===== src/rtl/game2048_core.sv =====
// N x N 2048 engine: tiles stored as exponents, one line shifted/merged per cycle,
// LFSR-driven tile spawn after changing moves, score keeping and win/lose detection.
module game2048_core #(
   parameter int          N         = 4,
   parameter int          EW        = 4,
   parameter int          WIN_EXP   = 11,
   parameter int          SCORE_W   = 20,
   parameter logic [15:0] LFSR_SEED = 16'hACE1
) (
   input  logic                  Clk,
   input  logic                  Reset,
   input  logic                  up,
   input  logic                  down,
   input  logic                  left,
   input  logic                  right,
   output logic [N*N*EW-1:0]     board_flat,
   output logic [SCORE_W-1:0]    score,
   output logic                  busy,
   output logic                  q_Init,
   output logic                  q_Wait,
   output logic                  q_Shift,
   output logic                  q_Spawn,
   output logic                  q_Check,
   output logic                  q_Win,
   output logic                  q_Lose
);
   localparam int NN = N * N;
   localparam int LW = $clog2(N);
   localparam int SW = $clog2(NN);
   localparam int GW = SCORE_W + 4;

   typedef enum logic [2:0] {S_INIT, S_WAIT, S_SHIFT, S_SPAWN, S_CHECK, S_WIN, S_LOSE} state_t;
   typedef enum logic [1:0] {D_UP, D_DOWN, D_LEFT, D_RIGHT} dir_t;

   state_t              r_state;
   dir_t                r_dir;
   logic [NN*EW-1:0]    r_board;
   logic [SCORE_W-1:0]  r_score;
   logic [15:0]         r_lfsr;
   logic [LW-1:0]       r_line;
   logic [SW-1:0]       r_scan;
   logic [SW-1:0]       r_cnt;
   logic                r_changed;

   logic [EW-1:0]       w_old [N];
   logic [EW-1:0]       w_new [N];
   logic [NN*EW-1:0]    w_board_shift;
   logic [SCORE_W-1:0]  w_score_shift;
   logic                w_line_diff;
   logic                w_win;
   logic                w_empty;
   logic                w_pair;
   logic [EW-1:0]       w_scan_cell;
   logic [SW-1:0]       w_start;
   logic [SW-1:0]       w_scan_next;
   logic                w_fb;

   // Position i along line k, counted from the destination edge, mapped to a cell index.
   function automatic int unsigned cell_idx(input dir_t d, input int unsigned k, input int unsigned i);
      case (d)
         D_UP:    return i * N + k;
         D_DOWN:  return (N - 1 - i) * N + k;
         D_LEFT:  return k * N + i;
         default: return k * N + (N - 1 - i);
      endcase
   endfunction

   always_comb begin : p_shift
      int unsigned   pos;
      logic          mergeable;
      logic [EW-1:0] v;
      logic [EW-1:0] last;
      logic [EW-1:0] merged;
      logic [GW-1:0] gain;
      logic [GW-1:0] tot;
      logic          sat;
      pos       = 0;
      mergeable = 1'b0;
      v         = '0;
      last      = '0;
      merged    = '0;
      gain      = '0;
      sat       = 1'b0;
      for (int unsigned i = 0; i < N; i++) begin
         w_old[i] = '0;
         w_new[i] = '0;
      end
      for (int unsigned i = 0; i < N; i++)
         for (int unsigned j = 0; j < NN; j++)
            if (j == cell_idx(r_dir, 32'(r_line), i)) w_old[i] = r_board[j*EW +: EW];
      // A freshly merged tile clears 'mergeable', so it cannot absorb the next equal tile.
      for (int unsigned i = 0; i < N; i++) begin
         v = w_old[i];
         if (v != '0) begin
            if (mergeable && v == last) begin
               merged = (v == '1) ? v : v + 1'b1;
               for (int unsigned j = 0; j < N; j++)
                  if (j + 1 == pos) w_new[j] = merged;
               if (int'(v) + 1 >= SCORE_W) sat = 1'b1;
               else gain = gain + (GW'(1) << (int'(v) + 1));
               mergeable = 1'b0;
            end else begin
               for (int unsigned j = 0; j < N; j++)
                  if (j == pos) w_new[j] = v;
               last      = v;
               mergeable = 1'b1;
               pos++;
            end
         end
      end
      w_line_diff = 1'b0;
      for (int unsigned i = 0; i < N; i++)
         if (w_new[i] != w_old[i]) w_line_diff = 1'b1;
      w_board_shift = r_board;
      for (int unsigned i = 0; i < N; i++)
         for (int unsigned j = 0; j < NN; j++)
            if (j == cell_idx(r_dir, 32'(r_line), i)) w_board_shift[j*EW +: EW] = w_new[i];
      tot           = GW'(r_score) + gain;
      w_score_shift = (sat || tot[GW-1:SCORE_W] != '0) ? '1 : tot[SCORE_W-1:0];
   end

   always_comb begin : p_check
      w_win   = 1'b0;
      w_empty = 1'b0;
      w_pair  = 1'b0;
      for (int unsigned j = 0; j < NN; j++) begin
         if (int'(r_board[j*EW +: EW]) >= WIN_EXP) w_win = 1'b1;
         if (r_board[j*EW +: EW] == '0) w_empty = 1'b1;
      end
      for (int unsigned r = 0; r < N; r++)
         for (int unsigned c = 0; c + 1 < N; c++) begin
            if (r_board[(r*N+c)*EW +: EW] == r_board[(r*N+c+1)*EW +: EW]) w_pair = 1'b1;
            if (r_board[(c*N+r)*EW +: EW] == r_board[((c+1)*N+r)*EW +: EW]) w_pair = 1'b1;
         end
   end

   always_comb begin : p_spawn
      w_scan_cell = '0;
      for (int unsigned j = 0; j < NN; j++)
         if (j == 32'(r_scan)) w_scan_cell = r_board[j*EW +: EW];
      w_start     = SW'(r_lfsr % 16'(NN));
      w_scan_next = (32'(r_scan) == NN - 1) ? '0 : r_scan + 1'b1;
      w_fb        = r_lfsr[15] ^ r_lfsr[13] ^ r_lfsr[12] ^ r_lfsr[10];
   end

   always_ff @(posedge Clk) begin
      if (Reset) begin
         r_state   <= S_INIT;
         r_board   <= '0;
         r_score   <= '0;
         r_lfsr    <= LFSR_SEED;
         r_dir     <= D_LEFT;
         r_changed <= 1'b0;
         r_line    <= '0;
         r_scan    <= '0;
         r_cnt     <= '0;
      end else begin
         r_lfsr <= {r_lfsr[14:0], w_fb};
         case (r_state)
            S_INIT: begin
               r_board   <= '0;
               r_score   <= '0;
               r_changed <= 1'b1;
               r_scan    <= w_start;
               r_cnt     <= '0;
               r_state   <= S_SPAWN;
            end
            S_WAIT: begin
               if (up || down || left || right) begin
                  r_dir     <= up ? D_UP : down ? D_DOWN : left ? D_LEFT : D_RIGHT;
                  r_line    <= '0;
                  r_changed <= 1'b0;
                  r_state   <= S_SHIFT;
               end
            end
            S_SHIFT: begin
               r_board   <= w_board_shift;
               r_score   <= w_score_shift;
               r_changed <= r_changed | w_line_diff;
               if (32'(r_line) == N - 1) begin
                  r_scan  <= w_start;
                  r_cnt   <= '0;
                  r_state <= (r_changed || w_line_diff) ? S_SPAWN : S_CHECK;
               end else begin
                  r_line <= r_line + 1'b1;
               end
            end
            S_SPAWN: begin
               if (w_scan_cell == '0) begin
                  for (int unsigned j = 0; j < NN; j++)
                     if (j == 32'(r_scan))
                        r_board[j*EW +: EW] <= (r_lfsr[2:0] == 3'b000) ? EW'(2) : EW'(1);
                  r_state <= S_CHECK;
               end else begin
                  r_scan <= w_scan_next;
                  r_cnt  <= r_cnt + 1'b1;
                  if (32'(r_cnt) == NN - 1) r_state <= S_CHECK;
               end
            end
            S_CHECK: begin
               if (w_win)                    r_state <= S_WIN;
               else if (!w_empty && !w_pair) r_state <= S_LOSE;
               else                          r_state <= S_WAIT;
            end
            default: ;
         endcase
      end
   end

   assign board_flat = r_board;
   assign score      = r_score;
   assign q_Init     = (r_state == S_INIT);
   assign q_Wait     = (r_state == S_WAIT);
   assign q_Shift    = (r_state == S_SHIFT);
   assign q_Spawn    = (r_state == S_SPAWN);
   assign q_Check    = (r_state == S_CHECK);
   assign q_Win      = (r_state == S_WIN);
   assign q_Lose     = (r_state == S_LOSE);
   assign busy       = !(q_Wait || q_Win || q_Lose);

endmodule

===== config.mk =====
export PLATFORM = sky130hd
export DESIGN_NAME = game2048_core
export DESIGN_NICKNAME = d
export VERILOG_FILES = /design/src/rtl/game2048_core.sv
export SDC_FILE = /design/constraint.sdc
export NUM_CORES = 1
export LEC_CHECK = 0
export BUFFER_PORTS_ARGS = -buffer_cell sky130_fd_sc_hd__buf_2
export CAP_MARGIN = 20
export CORE_UTILIZATION = 35
export DETAILED_ROUTE_END_ITERATION = 10
export GPL_TIMING_DRIVEN = 0
export PLACE_DENSITY_LB_ADDON = 0.2
export SLEW_MARGIN = 10
export SYNTH_ARGS = -nofsm -noshare
export SYNTH_HDL_FRONTEND = slang
export SYNTH_SLANG_ARGS = --single-unit

===== constraint.sdc =====
create_clock -name Clk -period 12.21 [get_ports Clk]
set_clock_uncertainty 0.2 [all_clocks]
set_input_delay 2.442 -clock Clk [delete_from_list [all_inputs] [get_ports Clk]]
set_output_delay 2.442 -clock Clk [all_outputs]
set_load 0.02 [all_outputs]

# Yosys cells after proc, flatten, opt, wreduce, memory -nomap -nowiden
# Index checks and enable logic that the tools add are counted.
dict set report word_totals {
  regBits 116
  elab_cells 631
}
dict set report op_classes {
  n_addsub 20
  order_cmp 19
  n_eq_ne 170
  shift 3
  mux 318
  bitwise 4
  reduce_logical 73
}
# operator count
set ops {}
lappend ops {{4-bit by 32-bit == test with 1-bit output, first input constant} 32}
lappend ops {{4-bit two-way mux} 197}
lappend ops {{3-bit by 32-bit == test with 1-bit output, first input constant} 19}
lappend ops {{2-bit by 32-bit == test with 1-bit output, first input constant} 14}
lappend ops {{1-bit by 32-bit == test with 1-bit output, first input constant} 7}
lappend ops {{32-bit zero test} 7}
lappend ops {{24-bit two-way mux} 9}
lappend ops {{64-bit case mux with 3 select lines} 1}
lappend ops {{32-bit two-way mux} 4}
lappend ops {{4-bit == test} 27}
lappend ops {{32-bit by 6-bit >= comparator with 1-bit output, second input constant} 3}
lappend ops {{16-bit two-way mux} 6}
lappend ops {{5-bit by 1-bit != test with 1-bit output, second input constant} 16}
lappend ops {{1-bit two-way mux} 77}
lappend ops {{4-bit zero test} 18}
lappend ops {{1-bit by 5-bit << shifter with 24-bit output, first input constant} 3}
lappend ops {{4-bit AND reduction} 17}
lappend ops {{32-bit by 1-bit adder with 32-bit output, second input constant} 2}
lappend ops {{4-bit >= comparator, second input constant} 16}
lappend ops {{64-bit two-way mux} 1}
lappend ops {{5-bit case mux with 3 select lines} 4}
lappend ops {{24-bit adder} 2}
lappend ops {{20-bit case mux with 2 select lines} 1}
lappend ops {{2-bit by 1-bit != test with 1-bit output, second input constant} 19}
lappend ops {{40 further kinds} 105}

# Depth between registers and ports, before layout
# Gate-level depths: netlist of run 1.
dict set report depth {
  ltp_word 42
  ltp_mapped 49
}

# Least setup slack after synthesis of run 1
# Ideal clock, no wire load.
dict set report synth_path {
  path_type {register to register}
  startpoint {register r_board[25] (netlist: board_flat[25])}
  endpoint {register r_score[13] (netlist: score[13])}
  setup_ns 0.143
  t_arrival_ns 8.500
  t_required_ns 11.867
  setup_slack_ns 3.368
  stages_incl_launch_ff 41
  period_less_slack_ns 8.842
  cell_sequence {dfxtp_1 > clkbuf_1 > inv_1 > o211ai_1 > o21ai_0 > o311a_1 > a211oi_4 > clkbuf_1 > ha_1 > o21ai_0 > and3_1 > ha_1 > fa_1 > a21o_1 > a21o_1 > a21o_1 > a21oi_1 > nor2b_1 > [... 5 more ...] > ha_1 > or3_1 > a2111oi_0 > or3_1 > xor2_1 > a21oi_1 > ha_1 > o21ai_0 > nor2_1 > o41ai_1 > o21ai_0 > o21a_1 > or3_1 > mux2i_1 > nand4_1 > o21ai_1 > buf_2 > a221oi_1}
}
dict set report synth_between {
  elab_chain_cells 29
}
# item line_no
set synth_lines {}
lappend synth_lines {{start, declared} 37} ;# logic [NN*EW-1:0] r_board;
lappend synth_lines {{start signal, assigned} 177} ;# r_board <= w_board_shift;
lappend synth_lines {{start signal, assigned by index} 192} ;# r_board[j*EW +: EW] <= (r_lfsr[2:0] == 3'b000) ? EW'(2) : EW'(1);
lappend synth_lines {{branches (longest 27 deep; another with 32-bit by 6-bit >= comparator with 1-bit output)} -}
lappend synth_lines {{20-bit two-way mux *} 119} ;# w_score_shift = (sat || tot[GW-1:SCORE_W] != '0) ? '1 : tot[SCORE_W-1:0];
lappend synth_lines {{20-bit case mux with 2 select lines *} 159} ;# case (r_state)
lappend synth_lines {{end signal, assigned} 178} ;# r_score <= w_score_shift;
lappend synth_lines {{end, declared} 38} ;# logic [SCORE_W-1:0] r_score;
# Every way passes the cells marked *.
# A chain may end at the register's enable or synchronous reset.

# Final worst setup path of run 1
dict set report layout_path {
  startpoint {register r_line[1]}
  endpoint {register r_score[16] (netlist: score[16])}
}
dict set report layout_between {
  elab_chain_cells 38
}
# item line_no
set layout_lines {}
lappend layout_lines {{start, declared} 40} ;# logic [LW-1:0] r_line;
lappend layout_lines {{start signal, assigned} 185} ;# r_line <= r_line + 1'b1;
lappend layout_lines {{branches (longest 36 deep; another with 4-bit by 2-bit adder with 5-bit output)} -}
lappend layout_lines {{20-bit two-way mux *} 119}
lappend layout_lines {{20-bit case mux with 2 select lines *} 159}
# Marks and branches as above.

==> results of run 1 <==
==> cell type report <==
type,count,share of cell area
antenna,3,0.000395
clock buffer,17,0.0224
timing repair buffer,108,0.0302
multi-input combinational,2041,0.708
tap,615,0.0404
clock inverter,15,0.00894
sequential,116,0.122
inverter,65,0.0128
buffer,223,0.0550
==> logic make-up after synthesis <==
| group | share of synthesized area |
|---|---|
| compound gates | 0.323 |
| xor+xnor | 0.0918 |
| fa+ha+maj | 0.0721 |
| buf+inv | 0.0759 |
| flops | 0.137 |
| mux | 0.0405 |
| other cells | 0.000221 |
| simple gates | 0.260 |
==> metrics by stage <==
stage,cells,setup WS (ns)
3_5_place_dp,3165,0.0342
5_1_grt,3200,0.0375
4_1_cts,3197,0.109
6_report,3203,0.489
3_3_place_gp,3156,0.0799
2_1_floorplan,2445,3.37
==> what timing repair did <==
item	4_1_cts	5_1_grt
hold endpoints to repair	0	0
cloned	0	0
gates resized for setup	1	17
endpoints found under the setup margin	2	20
setup buffers	0	0
==> Yosys cell counts, drive strengths merged, types with 10 or more instances <==
library cell / n
o22ai: 40
nand3: 57
buf: 72
and3: 39
a32oi: 17
o21bai: 10
mux2i: 44
and2: 31
nor3: 81
a211oi: 50
o211ai: 35
a221oi: 12
nor3b: 15
mux2: 20
nand4: 40
or3: 16
or2: 24
o21a: 24
xnor2: 140
nor2: 235
a2111oi: 10
o31ai: 13
nand2: 184
nor4: 34
ha: 93
a21o: 44
nand2b: 22
o21ai: 159
nor2b: 48
a21oi: 237
a31oi: 28
o32ai: 10
clkbuf: 151
inv: 64
a22oi: 32
o2111ai: 11
xor2: 37
dfxtp: 116
==> sequential cells by signal (all words and copies together) (netlist names) <==
signal      cells
board_flat     64
r_changed       1
r_cnt           4
r_dir           2
r_lfsr         16
r_line          2
r_scan          4
r_state         3
score          20
==> metal layers <==
metal  GRT usage  vias up  part of all wire
li1            -     9262                 -
met1       0.546    10500              0.41
met2       0.614     1520              0.41
met3       0.113      338              0.11
met4       0.245        6             0.064
met5           0        -           0.00039
==> worst max-delay path: cells and delay by family (launching register included) <==
family	cells	cell delay [ns]
muxes	2	0.77
DFF	1	0.54
AOI/OAI and AO/OA	17	3.70
adders and majority gates	3	1.17
buffers and inverters	9	2.45
and+or+nand+nor	10	2.68
==> worst paths after layout <==
check	start	endpoint	slack, ns	depth (start not counted)
min	r_lfsr[5]	r_lfsr[6]	0.21	1
max reg2reg	r_line[1]	score[16]	0.49	41
max	r_line[1]	score[16]	0.49	41
min reg2reg	r_lfsr[5]	r_lfsr[6]	0.21	1
==> flow_metrics.tcl, run 1 <==
set metrics [dict create \
    status "completed" \
    synth_flop_cell "dfxtp_1" \
    synth_cells 2437 \
    setup_viol 0 \
    grtUsageTotal 0.418 \
    cts.sinks 116 \
    required_ns 12.30 \
    die_area_um2 49400 \
    synth_edf_count 0 \
    drive_gt1_frac 0.117 \
    period_share 0.960 \
    slowest_delay_ns 0.62 \
    yosys.area.top_type "dfxtp_1" \
    ys_ff_latch 116 \
    fill_cells 5192 \
    start_util 0.356 \
    root_buffer "clkbuf_16" \
    slew_headroom 0.105 \
    ys_seq_area_frac 0.137 \
    nNetsFinal 2674 \
    endpoint_kind "register" \
    crit_fanout 12 \
    yosysWarnings 0 \
    utilization 0.398 \
    worstSetupStartpointType "register" \
    area_growth_pct 12.1 \
    mostFrequentLayoutCells "a21oi_1 (236), nor2_1 (229), nand2_1 (180)" \
    ant_nets 0 \
    dpl-instance-area_um2 18300 \
    drc 0 \
    ys_types 119 \
    grt_overflow 0 \
    io_buffers 96 \
    io_pins 98 \
    clkSlewWorstSetupHoldPaths_ns 0.06 \
    crit_arrival_ns 11.81 \
    avgSynthCellArea_um2 6.97 \
    dr.pass1.iters 5 \
    drv_cap 0 \
    fin_area_um2 19000 \
    antenna_found_initial 6 \
    crit_slowest_cell "mux2i_1" \
    core-area_um2 47700 \
    grt_setup_unrepaired "false" \
    cts_hold_buf 0 \
    insertion_delay_ns 0.46 \
    dr.first_iter.drc_count 3014 \
    hold_ws_ns 0.207 \
    grt_pass1_wl_um 149000 \
    tns_ns 0 \
    multiInputGateArea_um2 13500 \
    worstSetupPathType "reg2reg" \
    seqCellArea_um2 2320 \
    wirelength_um 106000 \
    synth_top_cell_area_share 0.137 \
    num_rows 80 \
    wl_per_cell_um 33.1 \
    htreeDepth 4 \
    synthTopCellsByArea "dfxtp_1 (14%), xnor2_1 (7.2%), a21oi_1 (7.0%), ha_1 (6.9%), nor2_1 (5.1%)" \
    report.final.slew_viol_count 0 \
    die_h_um 222 \
    cts_tree "built" \
    gp_congestion 1.05 \
    hold_viol_final 0 \
    grt_max_degree 17 \
    hp-class "reg2reg" \
    hpwl_um 81000 \
    worst_slew_pin_slew_ns 1.34 \
    syn-cell-area_um2 17000 \
    grt_pass1_vias 20400 \
    routed_via_density 6.75 \
    via_count 21600 \
    max_freq_mhz 85.3 \
    period_needed_ns 11.72 \
    synthArstFlopShare 0 \
    die_width_um 222 \
    cp_common_cell "a21oi_1" \
    layout_commonest_cell "a21oi_1" \
    clk_path_buf_depth 2 \
    cts-buffers-inserted 17 \
]
Power of run 1 is left out: the tool's default activity adds up to more than one toggle a clock period on the data nets, which glitch-free logic cannot reach.
==> run 2: changes to the inputs <==
--- a/config.mk
+++ b/config.mk
@@ -8,8 +8,10 @@
 export BUFFER_PORTS_ARGS = -buffer_cell sky130_fd_sc_hd__buf_2
 export CAP_MARGIN = 20
 export CORE_UTILIZATION = 35
+export CTS_CLUSTER_SIZE = 10
 export DETAILED_ROUTE_END_ITERATION = 10
 export GPL_TIMING_DRIVEN = 0
+export MAX_ROUTING_LAYER = met4
 export PLACE_DENSITY_LB_ADDON = 0.2
 export SLEW_MARGIN = 10
 export SYNTH_ARGS = -nofsm -noshare
==> run 2 against run 1 <==
Register-to-register slack got worse by 0.09 ns. Worst hold slack improved by 0.0023 ns. Wire length decreased by 4.3%. Non-clock buffer count decreased by 6. First-iteration DRC count decreased by 2.4%. Highest routed layer is now met4.
==> flow_metrics.tcl, run 2 (synthesis results as in run 1) <==
set metrics [dict create \
    status "completed" \
    period_share 0.967 \
    clk_path_buf_depth 2 \
    crit_fanout 12 \
    layout_commonest_cell "a21oi_1" \
    slew_headroom 0.115 \
    via_count 21500 \
    dr.pass1.iters 9 \
    cp_common_cell "a21oi_1" \
    drv_cap 0 \
    setup_viol 0 \
    fill_cells 5115 \
    final_cells 3197 \
    grt_setup_unrepaired "false" \
    report.final.slew_viol_count 0 \
    grt_pass1_vias 19700 \
    ant_nets 0 \
    die_width_um 222 \
    num_rows 80 \
    gp_congestion 1.06 \
    cts.sinks 116 \
    clkSlewWorstSetupHoldPaths_ns 0.07 \
    period_needed_ns 11.81 \
    largest_reg_flops 64 \
    dpl-instance-area_um2 18300 \
    worst_slew_pin_slew_ns 1.31 \
    hpwl_um 76400 \
    grt_pass1_wl_um 143000 \
    worst_slack_ns 0.398 \
    core-area_um2 47700 \
    hp-class "reg2reg" \
    worstSetupPathType "reg2reg" \
    hold_viol_final 0 \
    htreeDepth 4 \
    drc 0 \
    crit_path_end "score[18]" \
    placed_cells 3159 \
    dr.first_iter.drc_count 2942 \
    cts-buffers-inserted 17 \
    grt_overflow 0 \
    mostFrequentLayoutCells "a21oi_1 (235), nor2_1 (230), nand2_1 (181)" \
    grt_max_degree 17 \
    io_buffers 96 \
    routed_via_density 6.71 \
    io_pins 98 \
    insertion_delay_ns 0.46 \
    slowest_delay_ns 0.68 \
    cts_tree "built" \
    cts_hold_buf 0 \
    crit_slowest_cell "dfxtp_1" \
    multiInputGateArea_um2 13500 \
    area_growth_pct 11.9 \
    required_ns 12.30 \
    worstSetupStartpointType "register" \
    pre_cts_ws_ns -0.0529 \
    seqCellArea_um2 2320 \
    antenna_found_initial 4 \
    r2r_setup_slack_ns 0.40 \
    crit_arrival_ns 11.90 \
    drive_gt1_frac 0.115 \
    max_freq_mhz 84.7 \
    r2r-end "score[18]" \
    wirelength_um 102000 \
    nNetsFinal 2668 \
    wl_per_cell_um 31.8 \
    r2r-start "r_line[1]" \
    tns_ns 0 \
    fin_area_um2 19000 \
    endpoint_kind "register" \
    start_util 0.356 \
    root_buffer "clkbuf_16" \
    die_area_um2 49400 \
    die_h_um 222 \
    grtUsageTotal 0.411 \
    reg2regPathDepth 43 \
    cp-startpoint "r_line[1]" \
]
[run 2: changes by cell type in the layout (fill, tap and decap cells not counted), sizes merged]
cell | previous run | this run
clkinv | 7 | 3
inv | 70 | 71
clkbuf | 169 | 170
buf | 179 | 173
clkinvlp | 1 | 3
[run 2: layer usage]
metal | vias to the layer above | wire, µm | track usage
met2 | 1537 | 43100 | 0.606
li1 | 9219 | - | -
met5 | - | 0 | -
met4 | 0 | 7360 | 0.251
met1 | 10300 | 39900 | 0.510
met3 | 366 | 11200 | 0.0889
[run 2: metrics by stage]
stage	utilization	hold WS, ns
2_1_floorplan	-	0.189
3_3_place_gp	0.382	0.194
3_5_place_dp	0.383	0.197
4_1_cts	0.396	0.211
5_1_grt	0.398	0.221
6_report	0.398	0.209
[run 2: critical path, delay by kind of cell, from the launching register on]
family / cells / cell delay, ns
AOI/OAI and AO/OA: 20 / 4.52
buffers and inverters: 9 / 2.47
and+or+nand+nor: 9 / 2.20
adders and majority gates: 3 / 1.18
DFF: 1 / 0.68
xor gates and xnor gates: 1 / 0.16
muxes: 1 / 0.15
[run 2: worst min path at each step]
stage	endpoint	cells after the start	slack (ns)	startpoint
after floorplan	r_lfsr[10]	1	0.19	r_lfsr[9]
after global placement	r_lfsr[15]	1	0.19	r_lfsr[14]
after detailed placement	r_lfsr[7]	1	0.20	r_lfsr[6]
after CTS	r_lfsr[7]	1	0.21	r_lfsr[6]
after global routing	r_lfsr[10]	1	0.22	r_lfsr[9]
final	r_lfsr[7]	1	0.21	r_lfsr[6]
[run 2: timing repair]
| action | CTS | global route |
|---|---|---|
| setup endpoints to repair | 20 | 20 |
| endpoints found under the hold margin | 0 | 0 |
| pin swaps | 0 | 2 |
| setup buffers | 0 | 1 |
| gates resized for setup | 2 | 18 |
| gates cloned | 0 | 0 |
[run 2: area by class of cell]
type / instances / share of cell area
Clock inverter: 14 / 0.00877
Antenna cell: 3 / 0.000395
Sequential cell: 116 / 0.122
Clock buffer: 18 / 0.0231
Buffer: 223 / 0.0552
Tap cell: 615 / 0.0405
Multi-Input combinational cell: 2041 / 0.709
Inverter: 65 / 0.0129
Timing Repair Buffer: 102 / 0.0274
Power of run 2 is left out for the same reason.
